**src/rtl/uart_rx.sv**
```systemverilog
// 8N1 UART receiver: 2-flop synchronizer, falling-edge start detect,
// mid-bit sampling of start/data/stop, one-cycle valid and frame-error pulses.
module uart_rx #(
  parameter int unsigned CLKS_PER_BIT = 5208
) (
  input  logic       CLK,
  input  logic       Reset_n,
  input  logic       RxSerial,
  output logic [7:0] RxData,
  output logic       RxValid,
  output logic       FrameError,
  output logic       Busy
);

  localparam int unsigned TIMER_W = 13;
  localparam int unsigned IDX_W   = 3;
  localparam int unsigned DATA_W  = 8;

  localparam logic [TIMER_W-1:0] HALF_LAST = TIMER_W'(CLKS_PER_BIT / 2 - 1);
  localparam logic [TIMER_W-1:0] BIT_LAST  = TIMER_W'(CLKS_PER_BIT - 1);
  localparam logic [IDX_W-1:0]   IDX_LAST  = IDX_W'(DATA_W - 1);

  typedef enum logic [1:0] {
    S_IDLE  = 2'd0,
    S_START = 2'd1,
    S_DATA  = 2'd2,
    S_STOP  = 2'd3
  } state_t;

  logic               r_sync1;
  logic               r_sync2;
  logic               r_prev;
  logic [1:0]         r_fill;
  state_t             r_state;
  logic [TIMER_W-1:0] r_timer;
  logic [IDX_W-1:0]   r_idx;
  logic [DATA_W-1:0]  r_shift;
  logic [DATA_W-1:0]  r_data;
  logic               r_valid;
  logic               r_ferr;
  logic               r_busy;

  state_t             w_state_next;
  logic [TIMER_W-1:0] w_timer_next;
  logic [IDX_W-1:0]   w_idx_next;
  logic [DATA_W-1:0]  w_shift_next;
  logic [DATA_W-1:0]  w_data_next;
  logic               w_valid_next;
  logic               w_ferr_next;
  logic               w_rx;
  logic               w_fall;

  // r_fill marks when r_sync2 carries a real line sample rather than its reset
  // value, so a line that is low out of reset never looks like a 1->0 edge.
  always_ff @(posedge CLK or negedge Reset_n) begin
    if (!Reset_n) begin
      r_sync1 <= 1'b1;
      r_sync2 <= 1'b1;
      r_prev  <= 1'b0;
      r_fill  <= 2'b00;
    end else begin
      r_sync1 <= RxSerial;
      r_sync2 <= r_sync1;
      r_prev  <= r_fill[1] ? r_sync2 : 1'b0;
      r_fill  <= {r_fill[0], 1'b1};
    end
  end

  assign w_rx   = r_sync2;
  assign w_fall = r_fill[1] & r_prev & ~w_rx;

  // State and datapath registers
  always_ff @(posedge CLK or negedge Reset_n) begin
    if (!Reset_n) begin
      r_state <= S_IDLE;
      r_timer <= '0;
      r_idx   <= '0;
      r_shift <= '0;
      r_data  <= '0;
      r_valid <= 1'b0;
      r_ferr  <= 1'b0;
      r_busy  <= 1'b0;
    end else begin
      r_state <= w_state_next;
      r_timer <= w_timer_next;
      r_idx   <= w_idx_next;
      r_shift <= w_shift_next;
      r_data  <= w_data_next;
      r_valid <= w_valid_next;
      r_ferr  <= w_ferr_next;
      r_busy  <= (w_state_next != S_IDLE);
    end
  end

  // Next-state and output logic
  always_comb begin
    w_state_next = r_state;
    w_timer_next = r_timer;
    w_idx_next   = r_idx;
    w_shift_next = r_shift;
    w_data_next  = r_data;
    w_valid_next = 1'b0;
    w_ferr_next  = 1'b0;

    case (r_state)
      S_IDLE: begin
        w_timer_next = '0;
        w_idx_next   = '0;
        if (w_fall) begin
          w_state_next = S_START;
        end
      end

      S_START: begin
        if (r_timer == HALF_LAST) begin
          w_timer_next = '0;
          w_idx_next   = '0;
          w_state_next = w_rx ? S_IDLE : S_DATA;
        end else begin
          w_timer_next = r_timer + TIMER_W'(1);
        end
      end

      S_DATA: begin
        if (r_timer == BIT_LAST) begin
          w_shift_next[r_idx] = w_rx;
          w_timer_next        = '0;
          w_idx_next          = r_idx + IDX_W'(1);
          if (r_idx == IDX_LAST) begin
            w_state_next = S_STOP;
          end
        end else begin
          w_timer_next = r_timer + TIMER_W'(1);
        end
      end

      S_STOP: begin
        if (r_timer == BIT_LAST) begin
          w_timer_next = '0;
          w_state_next = S_IDLE;
          if (w_rx) begin
            w_data_next  = r_shift;
            w_valid_next = 1'b1;
          end else begin
            w_ferr_next  = 1'b1;
          end
        end else begin
          w_timer_next = r_timer + TIMER_W'(1);
        end
      end

      default: begin
        w_state_next = S_IDLE;
        w_timer_next = '0;
        w_idx_next   = '0;
      end
    endcase
  end

  assign RxData     = r_data;
  assign RxValid    = r_valid;
  assign FrameError = r_ferr;
  assign Busy       = r_busy;

endmodule

```
**config.mk**
```make
export PLATFORM = sky130hd
export DESIGN_NAME = uart_rx
export DESIGN_NICKNAME = d
export VERILOG_FILES = /design/src/rtl/uart_rx.sv
export SDC_FILE = /design/constraint.sdc
export NUM_CORES = 1
export LEC_CHECK = 0
export ABC_AREA = 0
export CAP_MARGIN = 30
export CORE_MARGIN = 4
export CORE_UTILIZATION = 30
export DETAILED_ROUTE_END_ITERATION = 7
export MAX_ROUTING_LAYER = met4
export PLACE_DENSITY = 0.5
export SETUP_SLACK_MARGIN = 0.02
export SYNTH_ARGS = -nofsm -noshare
export SYNTH_HDL_FRONTEND = slang
export SYNTH_SLANG_ARGS = --single-unit
```
**constraint.sdc**
```tcl
create_clock -name CLK -period 5.25 [get_ports CLK]
set_input_delay 0.525 -clock CLK [delete_from_list [all_inputs] [get_ports CLK]]
set_output_delay 0.525 -clock CLK [all_outputs]
set_load 0.05 [all_outputs]
```
==> metrics.yaml, run 1 <==
p_int_uw: 511.1
wl_per_cell_um: 14.09
post_route_cells_drive_above_1_share: 0.2126
die_area_um2: 7783
antenna_left: 0
multi_input_comb_area_um2: 817.0
critPathArrivalTime_ns: 2.52
yosysSeqAreaShare: 0.5457
switching_share: 0.2609
clock.fmax_mhz: 422.8
grt_pass1_wl_um: 5892
cp.required_ns: 5.41
cts_setup_buffers: 0
die_w_um: 88.22
holdWs_ns: 0.1033
critPathLaunchType: "register"
critical_path_class: "reg2reg"
grt_pass1_vias: 1229
core_um2: 6096
hpwl_um: 2346
dr.pass1.iters: 4
finalCriticalPeriod_ns: 2.365
cts.path.max_buffers: 2
start_util: 0.3167
antenna_found_initial: 0
top_level_ports: 14
synthArstFlopShare: 1.000
skew_ns: 0.01048
r2r_cells: 4
maxCapViolCount: 0
timing.rr.start: "r_timer[5]"
syn_nets: 167
drc: 0
synthCells: 161
crit_slowest_cell: "or4b_4"
diodes: 0
vias: 1231
final_common_cell: "dfrtp_1"
fin_setup_tns_ns: 0
fill_cells: 606
drt-vias-per-instance: 4.944
setup_ws_ns: 2.885
netlist_top_cells_area: "dfrtp_1, mux2_2, xnor2_1"
place_ws_ns: 2.879
synth-seq-cells: 42
slew_headroom: 0.4776
rrSetupSlack_ns: 2.88
postCtsHoldBufs: 0
p_sw_uw: 180.4
cellPowerDensity_nw_per_um2: 309.1
path_clk_slew_ns: 0.08
rsz0062_at_grt: "no"
ys.flop_type: "dfrtp_1"
htree_levels: 2
synthToLayoutAreaGrowth_pct: 15.88
finalHoldViolations: 0
seqPwrFrac: 0.532
overflow: 0
cts_resized: 0
hold_path_class: "in2async"
path_max_fanout: 13
drt-initial-drc-count: 49
synth.cell_area_um2: 1931
critPathLaunch: "r_timer[5]"
std_cell_rows: 28
r2r_end: "r_timer[5]"
cts.sink_count: 42
crit_chain: "or4b_4, or3_1, a21oi_2, nor2_1"
yosysTopAreaCellShare: 0.5185
crit_path_end: "r_timer[5]"
gp_congestion: 0.7989
cts_tree: "yes"
p_comb_frac: 0.096
p_clk_frac: 0.372
netlist.top_cell.by_area: "dfrtp_1"
ir_drop_mv: 0.1586
final_cell_mix: "dfrtp_1, nor2_1, mux2_2"
ys_types: 40
p_leak_uw: 0.0009906
p_total_uw: 691.5
seq_area_um2: 1054
final-setup-viol-count: 0
root_buffer: "clkbuf_8"
wl_um: 3508
worstMarginPinSlew_ns: 0.7783
cts_buffers: 5
gr-usage-all-layers: 0.1014
fin_crit_sh: 0.4506
end_kind: "register"
status: "finished clean"
yosys_warnings: 0
grt_max_degree: 43
synth_edf_count: 0
clkLatencyLatePin_ns: 0.29
syn_area_per_cell_um2: 11.99
slew_viol_final: 0
die_y_um: 88.22
cpPeakStageDelay_ns: 0.59
portBuffers: 13
nets: 179
critical path, delay by kind of cell, from the launching register on:
family          cells  cell delay [ns]
simple gates        3             1.24
flops               1             0.44
compound gates      1             0.54
metrics by stage:
step                cells  cell area [µm²]  utilization
global route          249             2237       0.3670
detailed placement    240             2105       0.3452
global placement      240             2105       0.3452
finish                249             2237       0.3670
floorplan             161             1931            -
CTS                   248             2217       0.3637
registers in the layout, summed over array words and instances (netlist names):
name and count:
r_fill 2, RxValid 1, r_prev 1, r_state 2, r_timer 13, FrameError 1
r_idx 3, r_sync2 1, r_sync1 1, RxData 8, Busy 1, r_shift 8
power by group through the flow:
stage,Clock [µW],Sequential [µW],Combinational [µW]
CTS,266,367,66.4
finish,257,368,66.7
detailed placement,0,373,65.8
global placement,0,372,64.0
global route,281,371,75.1
floorplan,0,365,52.5
synth_stat cells, types with 2 or more instances:
master	count
a21oi_1	2
a22o_1	3
and4bb_2	2
clkbuf_1	6
dfrtp_1	40
dfstp_2	2
ha_1	3
inv_1	4
mux2_2	18
nand2_1	7
nand3_1	7
nand4_1	3
nand4b_1	4
nor2_1	18
nor3_1	3
nor4_1	4
nor4bb_1	2
xnor2_1	9
xor2_1	3
layer usage:
layer	vias to the layer above	GRT usage	share of wire
met5	-	-	0
met3	5	0.02793	0.037
met4	0	0.03709	0.011
met2	18	0.1611	0.48
met1	621	0.1235	0.47
li1	587	-	-
worst min path at each step:
stage                 end  depth (start not counted)      start
3_5_place_dp      r_sync2                          0    r_sync1
3_3_place_gp    r_fill[1]                          0  r_fill[0]
6_report       r_timer[6]                          1    Reset_n
2_1_floorplan        Busy                          0    Reset_n
5_1_grt        r_shift[5]                          1    Reset_n
4_1_cts         r_fill[1]                          0  r_fill[0]
final cells by class:
type / instances / area share
clock buffers: 5 / 0.03076
clock inverters: 3 / 0.01957
inverters: 4 / 0.006711
multi-input cells: 106 / 0.3652
flip-flops and latches: 42 / 0.4709
well taps: 75 / 0.04195
repair buffers: 14 / 0.06488
cells by family after synthesis:
kind of cell    after synthesis  share of synthesized area
mux                          18                     0.1050
fa+ha+maj                     3                    0.01944
simple gates                 62                     0.2041
flops                        42                     0.5457
compound gates               10                    0.03824
other cells                   1                   0.001942
buf+inv                      13                    0.03110
xor+xnor                     12                    0.05444
Power figures use the tool's default switching activity.
==> run 2, diff against run 1 <==
PLACE_DENSITY = 0.52   (was 0.5)
clock period = 1.9 ns   (was 5.25 ns; I/O delays follow)
==> metrics.yaml, run 2 (synthesis results as in run 1) <==
status: "finished with violations"
violations: "negative setup slack"
final_common_cell: "dfrtp_1"
p_clk_frac: 0.309  # -0.063
final-setup-viol-count: 35  # +35
critPathArrivalTime_ns: 2.22  # -0.30 ns
grt_pass1_wl_um: 6706  # +14%
p_total_uw: 1896  # +170%
p_sw_uw: 531.8  # +190%
cts_tree: "yes"
fin_area_um2: 2586  # +16%
drt-vias-per-instance: 4.763  # -3.7%
slew_headroom: 0.6528  # +0.1752
antenna_left: 0  # unchanged
cellPowerDensity_nw_per_um2: 733.0  # +140%
end_kind: "register"
place_area_um2: 2335  # +11%
maxCapViolCount: 0  # unchanged
skew_ns: 0.006657  # -0.003826 ns
gr-usage-all-layers: 0.1151  # +0.01370
overflow: 0  # unchanged
portBuffers: 13  # unchanged
hold_path_class: "in2reg"
cts.sink_count: 42  # unchanged
dr.pass1.iters: 4  # unchanged
nets: 213  # +19%
grt_max_degree: 43  # unchanged
fin_setup_tns_ns: -3.141  # -3.141 ns
final_cell_mix: "dfrtp_1, buf_4, nor2_1"
worstMarginPinSlew_ns: 0.5208  # -0.2576 ns
diodes: 0  # unchanged
cp.required_ns: 2.09  # -3.32 ns
slew_viol_final: 0  # unchanged
antenna_found_initial: 0  # unchanged
grt_pass1_vias: 1413  # +15%
die_w_um: 88.22  # unchanged
drc: 0  # unchanged
fin_crit_sh: 1.069  # +0.6187
path_max_fanout: 4  # -9
finalHoldViolations: 0  # unchanged
vias: 1348  # +9.5%
cpPeakStageDelay_ns: 0.57  # -0.02 ns
p_comb_frac: 0.179  # +0.083
cts.path.max_buffers: 2  # unchanged
clock.fmax_mhz: 492.2  # +16%
p_leak_uw: 0.001172  # +18%
largest_register_ffs: 13  # unchanged
root_buffer: "clkbuf_8"
synthToLayoutAreaGrowth_pct: 33.96
core_um2: 6096  # unchanged
crit_chain: "or4b_4, buf_6, nor4_4, buf_4, nand4b_1, mux2_2"
crit_slowest_cell: "or4b_4"
htree_levels: 2  # unchanged
top_level_ports: 14  # unchanged
ir_drop_mv: 0.5561  # +250%
finalCriticalPeriod_ns: 2.032  # -0.3338 ns
rsz0062_at_grt: "yes"
wl_per_cell_um: 13.61  # -3.4%
drt-initial-drc-count: 21  # -57%
holdWs_ns: 0.2865  # +0.1832 ns
cts_buffers: 5  # unchanged
wl_um: 3853  # +9.8%
die_y_um: 88.22  # unchanged
setup_ws_ns: -0.1316  # -3.016 ns
seqPwrFrac: 0.512  # -0.020
start_util: 0.3167  # unchanged
p_int_uw: 1364  # +170%
switching_share: 0.2805  # +0.01960
std_cell_rows: 28  # unchanged
hpwl_um: 2631  # +12%
clkLatencyLatePin_ns: 0.30  # about the same
top_register: "r_timer"
critical_path_class: "reg2reg"
finalCoreUtilization: 0.4243  # +0.05727
gp_congestion: 0.8334  # +4.3%
post_route_cells_drive_above_1_share: 0.3702  # +0.1575
critPathLaunchType: "register"
die_area_um2: 7783  # unchanged
path_clk_slew_ns: 0.08  # about the same
[run 2: through the flow]
| step | setup slack [ns] | cells |
|---|---|---|
| after floorplan | -0.1253 | 161 |
| after global placement | -0.1480 | 268 |
| after detailed placement | -0.1954 | 268 |
| after CTS | -0.1464 | 281 |
| after global routing | -0.2186 | 283 |
| final | -0.1316 | 283 |
[run 2: power by group through the flow]
stage	combinational, µW	clock (µW)	sequential, µW
after floorplan	149	0	1010
after global placement	317	0	987
after detailed placement	323	0	989
after CTS	333	596	971
after global routing	381	639	978
final	339	586	971
[run 2: worst max-delay path: cells and delay by family, from the launching register on]
family	cells	cell delay [ns]
buffers and inverters	2	0.33
AND/OR/NAND/NOR	3	0.92
multiplexers	1	0.30
flip-flops	1	0.38
[run 2: layout make-up]
type	instances	area, µm²
Multi-Input combinational cell	107	919.6
Sequential cell	42	1054
Fill cell	575	3510
Timing Repair Buffer	47	414.1
Clock buffer	5	68.82
Clock inverter	3	21.27
Tap cell	75	93.84
Inverter	4	15.01
[run 2: metal layers]
layer | global-route usage | vias up | part of all wire
met3 | 0.02793 | 7 | 0.041
li1 | - | 661 | -
met1 | 0.1412 | 660 | 0.46
met5 | - | - | 0
met2 | 0.1842 | 20 | 0.48
met4 | 0.04258 | 0 | 0.017
[run 2: what timing repair did]
item / 4_1_cts / 5_1_grt
setup buffers: 3 / 2
gates resized for setup: 16 / 8
gates cloned: 1 / 0
endpoints found under the hold margin: 40 / 0
hold buffers: 1 / 0
pin swaps: 11 / 6
endpoints found under the setup margin: 33 / 36
[run 2: worst paths after layout]
check	startpoint	end	slack [ns]	cells past startpoint
hold reg to reg	r_fill[0]	r_fill[1]	0.36	0
setup reg to reg	r_timer[7]	r_shift[5]	-0.13	6
setup / recovery	r_timer[7]	r_shift[5]	-0.13	6
max in group asynchronous	Reset_n	r_sync2	1.05	3
min in group asynchronous	Reset_n	RxData[7]	0.47	3
hold / removal	RxSerial	r_sync1	0.29	1
==> run 3, diff against run 2 <==
CAP_MARGIN = default   (was 30)
GPL_TIMING_DRIVEN = 0   (was default)
HOLD_SLACK_MARGIN = 0.05   (was default)
==> metrics.yaml, run 3 (synthesis results as in run 1) <==
seqPwrFrac: 0.545  # +0.033
drc: 0  # unchanged
hpwl_um: 2499  # -5.0%
top_usage_layer: "met2"
p_sw_uw: 557.3  # +4.8%
cellPowerDensity_nw_per_um2: 746.9  # +1.9%
violations: "negative setup slack"
clkLatencyLatePin_ns: 0.30  # about the same
crit_slowest_cell: "or4b_4"
cts_tree: "yes"
vias: 1317  # -2.3%
postCtsHoldBufs: 0  # -1
critPathLaunch: "r_timer[5]"
p_int_uw: 1325  # -2.9%
top_level_ports: 14  # unchanged
place_area_um2: 2161  # -7.4%
p_comb_frac: 0.144  # -0.035
start_util: 0.3167  # unchanged
htree_levels: 2  # unchanged
nets: 199  # -6.6%
grt_pass1_wl_um: 6203  # -7.5%
drt-vias-per-instance: 4.896  # +2.8%
die_area_um2: 7783  # unchanged
use_met2: 0.1693  # -0.01496
rrSetupSlack_ns: -0.22  # -0.09 ns
critPathLaunchType: "register"
grtUsageMet3: 0.02793  # unchanged
std_cell_rows: 28  # unchanged
top_register: "r_timer"
cts.path.max_buffers: 2  # unchanged
root_buffer: "clkbuf_8"
worstMarginPinSlew_ns: 0.9422  # +0.4214 ns
p_total_uw: 1882  # -0.72%
final_common_cell: "dfrtp_1"
path_max_fanout: 6  # +2
critPathArrivalTime_ns: 2.30  # +0.08 ns
fin_setup_tns_ns: -5.066  # -1.925 ns
cpPeakStageDelay_ns: 0.56  # about the same
r2r_cells: 7  # +1
overflow: 0  # unchanged
wl_um: 3790  # -1.6%
status: "finished with violations"
wl_per_cell_um: 14.09  # +3.5%
skew_ns: 0.01674  # +0.01009 ns
crit_family: "simple AND/OR/NAND/NOR gates"
final_cell_mix: "dfrtp_1, mux2_2, clkdlybuf4s50_1"
p_leak_uw: 0.001076  # -8.2%
antenna_found_initial: 0  # unchanged
core_um2: 6096  # unchanged
hold_path_class: "in2async"
cts.sink_count: 42  # unchanged
ir_drop_mv: 0.3606  # -35%
gr-usage-all-layers: 0.1045  # -0.01053
slew_viol_final: 0  # unchanged
rsz0062_at_grt: "yes"
p_clk_frac: 0.311  # +0.002
cts_buffers: 5  # unchanged
final-setup-viol-count: 33  # -5.7%
grt_pass1_vias: 1308  # -7.4%
slew_headroom: 0.3719  # -0.2809
post_route_cells_drive_above_1_share: 0.3763  # +0.006096
finalCriticalPeriod_ns: 2.124  # +0.09195 ns
gp_congestion: 0.8220  # -1.4%
synthToLayoutAreaGrowth_pct: 30.53
maxCapViolCount: 0  # unchanged
grt_max_degree: 43  # unchanged
diodes: 0  # unchanged
end_kind: "register"
r2r_end: "r_timer[12]"
path_clk_slew_ns: 0.09  # about the same
switching_share: 0.2961  # +0.01559
use_met1: 0.1257  # -0.01553
die_y_um: 88.22  # unchanged
fin_crit_sh: 1.118  # +0.04840
finalHoldViolations: 0  # unchanged
timing.rr.start: "r_timer[5]"
drt-initial-drc-count: 20  # -4.8%
largest_register_ffs: 13  # unchanged
critPathBufInv: 3  # +1
cp.required_ns: 2.08  # about the same
crit_chain: "or4b_4, or3_1, buf_6, buf_6, a21oi_4, buf_6, nor2_4"
setup_ws_ns: -0.2235  # -0.09195 ns
portBuffers: 13  # unchanged
crit_top_cell: "buf_6"
clock.fmax_mhz: 470.9  # -4.3%
die_w_um: 88.22  # unchanged
dr.pass1.iters: 4  # unchanged
fin_area_um2: 2520  # -2.6%
antenna_left: 0  # unchanged
critical_path_class: "reg2reg"
run 3: changes by cell type in the layout (fill, tap and decap cells not counted), sizes merged:
cell         before  now
dlygate4sd3       1    0
nor2             20   19
buf              34   18
clkbuf            5    9
run 3: final cells by class:
cell class                      count  area, µm²
Inverter                            4      15.01
Clock buffer                        5      68.82
Fill cell                         588       3576
Tap cell                           75      93.84
Multi-Input combinational cell    106      972.2
Sequential cell                    42       1055
Clock inverter                      3      21.27
Buffer                              7      41.29
Timing Repair Buffer               27      252.7
run 3: how the worst max path moves through the flow:
stage | slack [ns] | cells past startpoint | end
5_1_grt | -0.26 | 5 | RxData[4]
4_1_cts | -0.23 | 5 | RxData[4]
3_3_place_gp | -0.35 | 1 | r_timer[8]
2_1_floorplan | -0.13 | 5 | RxData[0]
6_report | -0.22 | 7 | r_timer[12]
3_5_place_dp | -0.33 | 5 | r_shift[1]
run 3: through the flow:
step	utilization	hold slack [ns]	worst slack, ns	cells
2_1_floorplan	-	-0.1056	-0.1253	161
3_3_place_gp	0.3553	0.3342	-0.3534	249
3_5_place_dp	0.3545	0.3362	-0.3271	249
4_1_cts	0.3937	0.05202	-0.2315	266
5_1_grt	0.4134	0.1127	-0.2571	269
6_report	0.4134	0.01563	-0.2235	269
run 3: timing repair:
item	in CTS	in global routing
buffers inserted	9	4
gates resized for setup	17	23
cloned	1	0
setup endpoints to repair	31	36
pin swaps	11	9
run 3: layer usage:
layer / up-vias / wire length, µm
li1: 631 / -
met1: 655 / 1790
met4: 0 / 55
met2: 25 / 1797
met5: - / 0
met3: 6 / 147
run 3: power by group through the flow:
stage	Sequential [µW]	Clock, µW	Combinational (µW)
2_1_floorplan	1010	0	149
3_3_place_gp	998	0	229
3_5_place_dp	1000	0	241
4_1_cts	1010	612	259
5_1_grt	1030	643	294
6_report	1030	585	271
